`src/rtl/return_address_stack_if.sv`:
```
// Return-address-stack bus: call/return events from the fetch stage,
// the top-of-stack prediction, and the resolve/mispredict path.
interface return_address_stack_if #(
    parameter int PTR_W = 3,
    parameter int XLEN  = 32
);
    logic             push_valid;
    logic [XLEN-1:0]  push_addr;
    logic             pop_valid;
    logic             flush;
    logic             top_valid;
    logic [XLEN-1:0]  top_addr;
    logic [PTR_W:0]   count;
    logic             resolve_valid;
    logic [XLEN-1:0]  resolve_target;
    logic             mispredict;
    logic             underflow;

    // Fetch/resolve side: drives events, observes prediction and pulses.
    modport master (
        output push_valid, push_addr, pop_valid, flush,
        output resolve_valid, resolve_target,
        input  top_valid, top_addr, count, mispredict, underflow
    );

    // Stack side.
    modport slave (
        input  push_valid, push_addr, pop_valid, flush,
        input  resolve_valid, resolve_target,
        output top_valid, top_addr, count, mispredict, underflow
    );
endinterface

```
`src/rtl/return_address_stack.sv`:
```
// Circular return-address stack. Calls push the link address, returns pop
// the predicted target; the prediction is held for one cycle and compared
// with the actual JALR target to raise a registered mispredict pulse.
// When full, pushes wrap and overwrite the oldest entry.
module return_address_stack #(
    parameter int DEPTH = 8,
    parameter int PTR_W = 3,
    parameter int XLEN  = 32
) (
    input  logic                  clk,
    input  logic                  rst,
    return_address_stack_if.slave bus
);
    localparam logic [PTR_W:0]   CNT_ZERO = {(PTR_W+1){1'b0}};
    localparam logic [PTR_W:0]   CNT_ONE  = (PTR_W+1)'(1'b1);
    localparam logic [PTR_W:0]   CNT_FULL = (PTR_W+1)'(DEPTH);
    localparam logic [PTR_W-1:0] PTR_ONE  = PTR_W'(1'b1);
    localparam logic [XLEN-1:0]  ADDR_ZERO = {XLEN{1'b0}};

    logic [XLEN-1:0]  entry_q [DEPTH];
    logic [PTR_W-1:0] tos_q, tos_d;
    logic [PTR_W:0]   count_q, count_d;
    logic [XLEN-1:0]  pred_q, pred_d;
    logic             pred_valid_q, pred_valid_d;
    logic             mispredict_q, mispredict_d;
    logic             underflow_q, underflow_d;

    logic             wr_en_s;
    logic [PTR_W-1:0] wr_idx_s;
    logic             empty_s;

    assign empty_s = (count_q == CNT_ZERO);

    // Next-state logic: flush beats push/pop; a pop in the same cycle as a
    // resolve re-arms the prediction after the old one has been compared.
    always_comb begin
        tos_d        = tos_q;
        count_d      = count_q;
        pred_d       = pred_q;
        pred_valid_d = pred_valid_q;
        mispredict_d = 1'b0;
        underflow_d  = 1'b0;
        wr_en_s      = 1'b0;
        wr_idx_s     = tos_q;

        if (bus.flush) begin
            count_d      = CNT_ZERO;
            pred_valid_d = 1'b0;
        end else begin
            if (bus.resolve_valid && pred_valid_q) begin
                mispredict_d = (bus.resolve_target != pred_q);
                pred_valid_d = 1'b0;
            end else begin
                mispredict_d = 1'b0;
            end

            if (bus.pop_valid) begin
                pred_valid_d = 1'b1;
                if (!empty_s) begin
                    pred_d = entry_q[tos_q];
                    if (bus.push_valid) begin
                        // Return-and-call: replace the top in place.
                        wr_en_s  = 1'b1;
                        wr_idx_s = tos_q;
                    end else begin
                        tos_d   = tos_q - PTR_ONE;
                        count_d = count_q - CNT_ONE;
                    end
                end else begin
                    // Pop on empty predicts 0 and flags underflow.
                    pred_d      = ADDR_ZERO;
                    underflow_d = 1'b1;
                    if (bus.push_valid) begin
                        tos_d    = tos_q + PTR_ONE;
                        wr_en_s  = 1'b1;
                        wr_idx_s = tos_q + PTR_ONE;
                        count_d  = CNT_ONE;
                    end else begin
                        tos_d   = tos_q;
                        count_d = count_q;
                    end
                end
            end else if (bus.push_valid) begin
                tos_d    = tos_q + PTR_ONE;
                wr_en_s  = 1'b1;
                wr_idx_s = tos_q + PTR_ONE;
                count_d  = (count_q == CNT_FULL) ? CNT_FULL : (count_q + CNT_ONE);
            end else begin
                tos_d   = tos_q;
                count_d = count_q;
            end
        end
    end

    // Control and prediction registers.
    always_ff @(posedge clk) begin
        if (rst) begin
            tos_q        <= {PTR_W{1'b0}};
            count_q      <= CNT_ZERO;
            pred_q       <= ADDR_ZERO;
            pred_valid_q <= 1'b0;
            mispredict_q <= 1'b0;
            underflow_q  <= 1'b0;
        end else begin
            tos_q        <= tos_d;
            count_q      <= count_d;
            pred_q       <= pred_d;
            pred_valid_q <= pred_valid_d;
            mispredict_q <= mispredict_d;
            underflow_q  <= underflow_d;
        end
    end

    // Entry storage; a single write port serves both push and top-replace.
    always_ff @(posedge clk) begin
        if (rst) begin
            for (int i = 0; i < DEPTH; i++) begin
                entry_q[i] <= ADDR_ZERO;
            end
        end else if (wr_en_s) begin
            entry_q[wr_idx_s] <= bus.push_addr;
        end
    end

    assign bus.top_valid  = !empty_s;
    assign bus.top_addr   = empty_s ? ADDR_ZERO : entry_q[tos_q];
    assign bus.count      = count_q;
    assign bus.mispredict = mispredict_q;
    assign bus.underflow  = underflow_q;
endmodule

```
`src/flat_wrapper.sv`:
```
// flat-port wrapper written by rule: the top's interface ports become plain ports
module return_address_stack_flat 
#(
    parameter int DEPTH = 8,
    parameter int PTR_W = 3,
    parameter int XLEN  = 32
)
  (clk, rst, bus_push_valid, bus_push_addr, bus_pop_valid, bus_flush, bus_resolve_valid, bus_resolve_target, bus_top_valid, bus_top_addr, bus_count, bus_mispredict, bus_underflow);
  return_address_stack_if #(.PTR_W(PTR_W), .XLEN(XLEN)) bus_i ();
  input  logic clk;
  input  logic rst;
  input wire logic [$bits(bus_i.push_valid)-1:0] bus_push_valid;
  input wire logic [$bits(bus_i.push_addr)-1:0] bus_push_addr;
  input wire logic [$bits(bus_i.pop_valid)-1:0] bus_pop_valid;
  input wire logic [$bits(bus_i.flush)-1:0] bus_flush;
  input wire logic [$bits(bus_i.resolve_valid)-1:0] bus_resolve_valid;
  input wire logic [$bits(bus_i.resolve_target)-1:0] bus_resolve_target;
  output wire logic [$bits(bus_i.top_valid)-1:0] bus_top_valid;
  output wire logic [$bits(bus_i.top_addr)-1:0] bus_top_addr;
  output wire logic [$bits(bus_i.count)-1:0] bus_count;
  output wire logic [$bits(bus_i.mispredict)-1:0] bus_mispredict;
  output wire logic [$bits(bus_i.underflow)-1:0] bus_underflow;
  assign bus_i.push_valid = bus_push_valid;
  assign bus_i.push_addr = bus_push_addr;
  assign bus_i.pop_valid = bus_pop_valid;
  assign bus_i.flush = bus_flush;
  assign bus_i.resolve_valid = bus_resolve_valid;
  assign bus_i.resolve_target = bus_resolve_target;
  assign bus_top_valid = bus_i.top_valid;
  assign bus_top_addr = bus_i.top_addr;
  assign bus_count = bus_i.count;
  assign bus_mispredict = bus_i.mispredict;
  assign bus_underflow = bus_i.underflow;
  return_address_stack #(.DEPTH(DEPTH), .PTR_W(PTR_W), .XLEN(XLEN)) u_core (.clk(clk), .rst(rst), .bus(bus_i));
endmodule
```
`config.mk`:
```
export PLATFORM = sky130hd
export DESIGN_NAME = return_address_stack_flat
export DESIGN_NICKNAME = d
export VERILOG_FILES = /design/src/rtl/return_address_stack_if.sv /design/src/rtl/return_address_stack.sv /design/src/flat_wrapper.sv
export SDC_FILE = /design/constraint.sdc
export NUM_CORES = 1
export LEC_CHECK = 0
export CORE_UTILIZATION = 45
export CTS_BUF_LIST = sky130_fd_sc_hd__clkbuf_8
export DETAILED_ROUTE_END_ITERATION = 16
export PLACE_DENSITY_LB_ADDON = 0.25
export SETUP_SLACK_MARGIN = 0.3
export SLEW_MARGIN = 20
export SYNTH_ARGS = -nofsm -noshare
export SYNTH_HDL_FRONTEND = slang
export SYNTH_SLANG_ARGS = --single-unit
```
`constraint.sdc`:
```
create_clock -name clk -period 10.1 [get_ports clk]
set_input_delay 1.01 -clock clk [delete_from_list [all_inputs] [get_ports clk]]
set_output_delay 1.01 -clock clk [all_outputs]
set_load 0.02 [all_outputs]
```
==> impl_metrics.env <==
export IMPL_grt_pass1_vias=8894
export IMPL_max_freq_ghz=0.2036
export IMPL_fillers=2730
export IMPL_fin_crit_sh_pct=48.63
export IMPL_syn_area_sq_um=14820
export IMPL_hpwlAfterDp_microns=20630
export IMPL_grt_ovfl_total=0
export IMPL_drtAntennaViolNets=0
export IMPL_yosysSeqAreaShare_pct=57.94
export IMPL_finalSetupTns_ns=0
export IMPL_postCtsHoldBufs=0
export IMPL_startpoint_type="register"
export IMPL_cts_resized=0
export IMPL_ys_ff_latch=301
export IMPL_crit_buf_inv=2
export IMPL_drive_above_1_share_pct=28.05
export IMPL_die_area_sq_um=33670
export IMPL_layout_commonest_cell="edfxtp_1"
export IMPL_synth_top_area_share_pct=51.86
export IMPL_root_buffer="clkbuf_8"
export IMPL_post_cts_buffers=0
export IMPL_yosysTopAreaCell="edfxtp_1"
export IMPL_clkTransAtPathRegs_ns=0.06
export IMPL_die_width_microns=183.5
export IMPL_critical_path_top_delay_family="buffers and inverters"
export IMPL_postSynth_asyncResetShare_pct=0
export IMPL_seqCellArea_sq_um=8594
export IMPL_maxSlewViolCount=0
export IMPL_worst_path_stages=5
export IMPL_rows=66
export IMPL_relSlewSlack_pct=28.61
export IMPL_vdd_drop_max_uv=76.61
export IMPL_syn2layout_area_growth_pct=16.36
export IMPL_outcome="finished clean"
export IMPL_antenna_found_initial=0
export IMPL_gp_congestion=0.7779
export IMPL_max_cap_violations=0
export IMPL_crit_slowest_cell="dfxtp_4"
export IMPL_dr_pass1_iters=5
export IMPL_multiInputGateArea_sq_um=5879
export IMPL_p_leak_nw=5.262
export IMPL_core_area_sq_um=32450
export IMPL_min_period_ns=4.912
export IMPL_syn_inst=976
export IMPL_worst_slew_pin_slew_ns=1.071
export IMPL_critical_path_peak_fanout=35
export IMPL_wl_per_cell_microns=22.61
export IMPL_syn_area_per_cell_sq_um=15.19
export IMPL_synth_cell_type_count=42
export IMPL_layout_common_cells="edfxtp_1 (256), nor3b_2 (142), nor3b_1 (115), clkdlybuf4s50_1 (108), mux4_2 (64)"
export IMPL_initial_core_util_pct=45.67
export IMPL_cts_buffers_inserted=50
export IMPL_crit_chain="buf_4 > mux4_2 > mux2i_1 > nor2_1 > clkdlybuf4s50_1"
export IMPL_min_path_type="register to register"
export IMPL_ys_warn_count=0
export IMPL_grt_pass1_wl_microns=53610
export IMPL_grtUsageTotal_pct=21.07
export IMPL_finalSetupViolCount=0
export IMPL_nNetsFinal=1140
export IMPL_drc=0
export IMPL_viasPerCell=5.644
export IMPL_synth_edf_count=256
export IMPL_synth_flop_cell="edfxtp_1"
export IMPL_worstSetupPathType="register to output pin"
export IMPL_required_ns=9.09
export IMPL_synthTopCellsByArea="edfxtp_1 (52%), nor3b_2 (12%), mux4_2 (9.7%)"
export IMPL_syn_num_nets=1050
export IMPL_ff2ff_path_depth=10
export IMPL_grt_max_degree=84
export IMPL_clockBufferDepth=3
export IMPL_clock_latency_ns=0.56
export IMPL_worstPathArrival_ns=3.90
export IMPL_endpoint_kind="output pin"
export IMPL_io_buffer_count=108
export IMPL_fin_worst_skew_ns=0.02112
export IMPL_num_antenna_cells=0
export IMPL_power_density_nw_per_um2=168.2
export IMPL_drt_initial_drc_count=750
export IMPL_hold_depth=2
export IMPL_die_h_microns=183.5
export IMPL_num_io_pins=109
export IMPL_hold_viol_final=0
export IMPL_cts_tree="built"
export IMPL_grt_setup_unrepaired="no"
export IMPL_routed_wl_microns=34980
export IMPL_totalPowerFinal_w=0.002900
export IMPL_cts_htree_levels=2
export IMPL_cpPeakStageDelay_ns=0.77
export IMPL_clock_sinks=301
export IMPL_vias=8731
[layer usage]
layer / global-route usage (%) / part of all wire [%] / wire length [microns] / vias up
met5: 0 / 0 / 0 / -
met4: 4.400 / 1.2 / 418 / 0
met3: 3.546 / 6.4 / 2223 / 38
met2: 35.00 / 48 / 16840 / 299
met1: 29.13 / 44 / 15500 / 4461
li1: - / - / - / 3933
[cell families (layout without fill, tap and decap cells)]
kind of cell | Yosys count | count (layout) | synth area share (%)
adder cells (fa/ha/maj) | 4 | 4 | 0.3377
buffers and inverters | 101 | 230 | 3.469
AND/OR/NAND/NOR | 368 | 368 | 21.22
multiplexers | 104 | 104 | 12.46
AO/OA/AOI/OAI | 66 | 66 | 2.684
flip-flops | 301 | 301 | 57.94
XOR/XNOR | 32 | 32 | 1.891
[worst register-to-register path, stage by stage (launching register included)]
cell and delay, ns:
dfxtp_1 0.40, inv_1 0.12, ha_1 0.24, nor3b_4 0.24, inv_2 0.12, a21boi_2 0.31
mux2i_4 0.28, buf_4 0.71, buf_4 0.94, o21bai_4 0.39, buf_4 0.36
[final timing paths]
check / end / startpoint / slack [ns]
max reg2reg: u_core.entry_q[2][21]$_SDFFCE_PN0P_ / u_core.bus.count[0]$_SDFFE_PP0P_ / 5.69
min reg2reg: u_core.pred_q[17]$_SDFFE_PP0P_ / u_core.pred_q[17]$_SDFFE_PP0P_ / 0.47
min: u_core.pred_q[17]$_SDFFE_PP0P_ / u_core.pred_q[17]$_SDFFE_PP0P_ / 0.47
max: bus_top_addr[28] / register / 5.19
[through the flow]
| stage | cells | worst slack [ns] | utilization [%] | hold WS (ns) | area (sq um) |
|---|---|---|---|---|---|
| 3_5_place_dp | 1456 | 4.737 | 50.29 | 0.4641 | 16320 |
| 4_1_cts | 1547 | 5.038 | 53.12 | 0.4773 | 17240 |
| 2_1_floorplan | 976 | 5.910 | - | 0.4248 | 14820 |
| 3_3_place_gp | 1455 | 4.752 | 50.21 | 0.4569 | 16290 |
| 6_report | 1547 | 5.188 | 53.15 | 0.4710 | 17250 |
| 5_1_grt | 1547 | 4.942 | 53.15 | 0.4979 | 17250 |
[power by group]
| group | switching, W | internal [W] | leakage, nW |
|---|---|---|---|
| Sequential | 0.0000268 | 0.00140 | 3.02 |
| Combinational | 0.000294 | 0.000182 | 1.72 |
| Clock | 0.000477 | 0.000519 | 0.526 |
| Total | 0.000798 | 0.00210 | 5.26 |
[state kept, by name, indices dropped and copies added, names as in the netlist, named ones only]
signal,cells
u_core.bus.underflow,1
u_core.pred_q,32
u_core.pred_valid_q,1
u_core.bus.mispredict,1
u_core.bus.count,4
u_core.entry_q,256
u_core.tos_q,3
[final cells by class]
class	instances	area share, %
inverters	9	0.1959
multi-input cells	574	34.09
clock inverters	40	1.248
well taps	442	3.206
flip-flops and latches	301	49.83
repair buffers	130	7.363
clock buffers	51	4.070
[Yosys cell counts (all sizes together) (6+ instances only)]
master,count
o21bai,8
buf,55
xnor2,32
edfxtp,256
nor2,42
clkbuf,37
o21ai,36
nand4,8
dfxtp,45
inv,9
mux4,64
nor3b,258
a21oi,6
nand2,38
mux2i,36
Power figures use the tool's default switching activity.
